### src/rtl/write_back_block.sv
// Write-back stage register for the 16-bit pipelined MIPS datapath.
// A DEPTH-stage retiming pipe carries ans_dm to ans_wb, with a valid bit travelling alongside each stage.
module write_back_block #(
  parameter int              WIDTH       = 16,
  parameter int              DEPTH       = 1,
  parameter logic [WIDTH-1:0] RESET_VALUE = '0
) (
  input  logic             clk,
  input  logic             reset,
  input  logic [WIDTH-1:0] ans_dm,
  output logic [WIDTH-1:0] ans_wb,
  output logic             wb_valid
);

  logic [WIDTH-1:0] stage_q [DEPTH];
  logic [WIDTH-1:0] stage_d [DEPTH];
  logic [DEPTH-1:0] valid_q;
  logic [DEPTH-1:0] valid_d;

  // Each stage loads from its predecessor. Stage 0 loads from the input.
  always_comb begin
    stage_d[0] = ans_dm;
    valid_d    = '0;
    valid_d[0] = 1'b1;
    for (int i = 1; i < DEPTH; i++) begin
      stage_d[i] = stage_q[i-1];
      valid_d[i] = valid_q[i-1];
    end
  end

  // NOTE: sequential state uses non-blocking assignments only. Every stage is
  // reset, not only the last one. If any stage were left unreset, stale
  // pre-reset data could surface on ans_wb a few edges after reset releases.
  always_ff @(posedge clk) begin
    if (reset) begin
      for (int i = 0; i < DEPTH; i++) begin
        stage_q[i] <= RESET_VALUE;
      end
      valid_q <= '0;
    end else begin
      stage_q <= stage_d;
      valid_q <= valid_d;
    end
  end

  assign ans_wb   = stage_q[DEPTH-1];
  assign wb_valid = valid_q[DEPTH-1];

endmodule

### config.mk
export PLATFORM = sky130hd
export DESIGN_NAME = write_back_block
export DESIGN_NICKNAME = d
export VERILOG_FILES = /design/src/rtl/write_back_block.sv
export SDC_FILE = /design/constraint.sdc
export NUM_CORES = 1
export LEC_CHECK = 0
export ABC_CLOCK_PERIOD_IN_PS = 800
export BUFFER_PORTS_ARGS = -buffer_cell sky130_fd_sc_hd__buf_2
export CORE_MARGIN = 2
export CORE_UTILIZATION = 36
export CTS_CLUSTER_DIAMETER = 100
export DETAILED_ROUTE_END_ITERATION = 8
export GPL_TIMING_DRIVEN = 0
export PLACE_DENSITY_LB_ADDON = 0.2
export SYNTH_ARGS = -nofsm -noshare
export SYNTH_HDL_FRONTEND = slang
export SYNTH_SLANG_ARGS = --single-unit
### constraint.sdc
create_clock -name clk -period 0.8 [get_ports clk]
set_input_delay 0.16 -clock clk [delete_from_list [all_inputs] [get_ports clk]]
set_output_delay 0.16 -clock clk [all_outputs]
set_load 0.05 [all_outputs]
==> summary.txt <==
Logic synthesis
  • Mapped Area: around 470 um^2
  • Syn avg cell area: 13.5 um^2
  • Syn. warnings: 0
  • Netlist cell types: 5
  • Post-synth net total: 53
  • Synth area leaders: dfxtp_1 72%, and2b_2 13%, nor2b_1 12%
  • Post-synthesis sequential area ratio: between 70 and 80%
  • Area fraction of the dominant cell type after synthesis: 72.0%
  • Cell count after synthesis: 35
  • Seq cells post-synth: 17
  • Cell taking the most area after synthesis: dfxtp_1

Placement
  • Routability cong.: between 0.5 and 0.6
  • DP Area: around 660 um^2
  • Port bufs: 34
  • Placed instance count: 84
  • Place WS: 0.0949 ns

Floorplan
  • Die width: ~40 um
  • Initial Utilization: a little under two fifths
  • Core Rows: 13
  • IO Count: 35
  • Die area: 0.00162 mm^2
  • Die Span Y: 40.2 um
  • Core area: 0.00127 mm^2

Clocking
  • Clk root buf: clkbuf_4
  • Clock slew at reported path FFs: 0.09 ns
  • CTS sink count: 17
  • H-Tree Depth: 1
  • Max Buffers Root-to-Sink: 2
  • CTS tree: done
  • # Post-CTS Setup Buffers: 0
  • Number of hold buffers added after CTS: 0
  • Cts bufs inserted: 3

Status
  • Failing checks: negative setup slack
  • Outcome: finished with violations

Routing
  • DR iter-0 viols: 0
  • Routed WL: 794 um
  • DRC: 0
  • DRT Pass-1 Iters: 1
  • Final ANT Viol Nets: 0
  • Via count: 348
  • DR WL/cell: 9.02 um
  • Vias per cell: approximately 4.0

Global route
  • Gr usage total: 12.5%
  • Global-route wire length before repair: 1210 um
  • Pin count of the biggest net entering global routing: 11
  • Congestion Overflow GR: 0
  • Initial antenna violation count: 0
  • Vias in the first global route: 309

STA
  • Max-slew headroom: just over 90%
  • Worst Hold Slack: 0.0831 ns
  • Slew @ Worst Pin: about 0.11 ns
  • Unrepaired setup endpoints after global routing: true
  • Worst setup margin: -0.128 ns
  • Tmin final: 0.928 ns
  • Setup violators final: 17
  • FMAX: 1080 MHz
  • Max Slew Vio Count: 0
  • Fin crit share: 116%
  • Setup_tns: -1.97 ns
  • Final Hold Viols: 0

Setup path
  • Slowest stage delay, CP: 0.35 ns
  • Critical path buffer and inverter count: 1
  • Slowest-stage cell, CP: dfxtp_2
  • Critical Path Sink Type: primary output
  • CP top delay family: flip-flops
  • Max FO, Critical Path: 1
  • CP startpoint: ans_wb[5]$_SDFF_PP0_
  • CP Cell Sequence: buf_8
  • Kind of critical path: register to primary output
  • CP startpoint kind: register
  • Critical path data required time: 0.64 ns
  • CP arrival: 0.77 ns

Layout
  • Post-Layout Cell Count: 88
  • Layout cells sized above 1: between 80% and 90%
  • Final nets: slightly above 90
  • Final core utilization: 67.9%
  • Design Area, Final: around 860 um^2
  • N_diodes: 0
  • Synthesis-to-finish area growth: 82.0%

Worst hold path
  • Min-Delay Endpoint: ans_wb[6]$_SDFF_PP0_
  • Hold depth: 2
  • Worst min-delay path startpoint: ans_dm[6]
  • Hold WC Path Type: primary input to register

Pwr
  • Total power: 1.73 mW
  • PD cells: 2010 mW/mm^2
  • Worst VDD drop: 1390 uV
  • Leak: approximately 0.4 nW

Job
  • # Max-Cap Violations: 0
## flip-flops by register name (all words and copies together) (netlist names)
register and flops:
ans_wb 16, wb_valid 1
## cell usage after synthesis (all sizes together)
master	count
and2b	7
buf	1
dfxtp	17
inv	1
nor2b	9
## cell type report
class                   instances  area [um^2]
plain buffers                   1         11.3
clock buffers                   4         26.3
fillers                       106          408
inverters                       1         3.75
multi-input cells              16          118
flip-flops and latches         17          362
well taps                      15         18.8
repair buffers                 34          322
## layout by cell type, fill, tap and decap left out
cell / instances
inv_1: 1
dfxtp_2: 17
nor2b_1: 9
clkbuf_1: 1
and2b_2: 7
clkbuf_4: 3
buf_8: 12
buf_2: 17
buf_6: 6
## what timing repair did
item / in CTS / in global routing
resized for setup: 53 / 10
pin swaps: 0 / 0
cloned: 0 / 0
endpoints found under the setup margin: 17 / 17
## where the power goes
group / internal [mW] / switching [mW] / leakage [nW]
logic: 0.169 / 0.202 / 0.251
clock network: 0.193 / 0.239 / 0.0150
registers: 0.901 / 0.0256 / 0.146
## how the worst max path moves through the flow
stage / to / slack (ns) / cells after the start
final: ans_wb[5] / -0.13 / 1
after global routing: ans_wb[5] / -0.17 / 1
after CTS: ans_wb[3] / -0.14 / 1
after detailed placement: ans_wb[3] / 0.09 / 1
after floorplan: ans_wb[0] / 0.05 / 0
after global placement: ans_wb[5] / 0.1 / 1
## per-layer routing
| layer | share of wire, % | GRT usage (%) | wire length, um | up-vias |
|---|---|---|---|---|
| li1 | - | - | - | 180 |
| met1 | 38 | 10.6 | 301 | 147 |
| met2 | 53 | 22.2 | 423 | 21 |
| met3 | 8.7 | 5.56 | 69 | 0 |
| met4 | 0 | 10.0 | 0 | 0 |
| met5 | 0 | 0 | 0 | - |
## cell families after synthesis
family | after synthesis | synth area share, %
AND/OR/NAND/NOR | 16 | 24.9
buffers and inverters | 2 | 3.17
flip-flops | 17 | 72.0
Note: power is estimated with default switching activity, not from simulation.
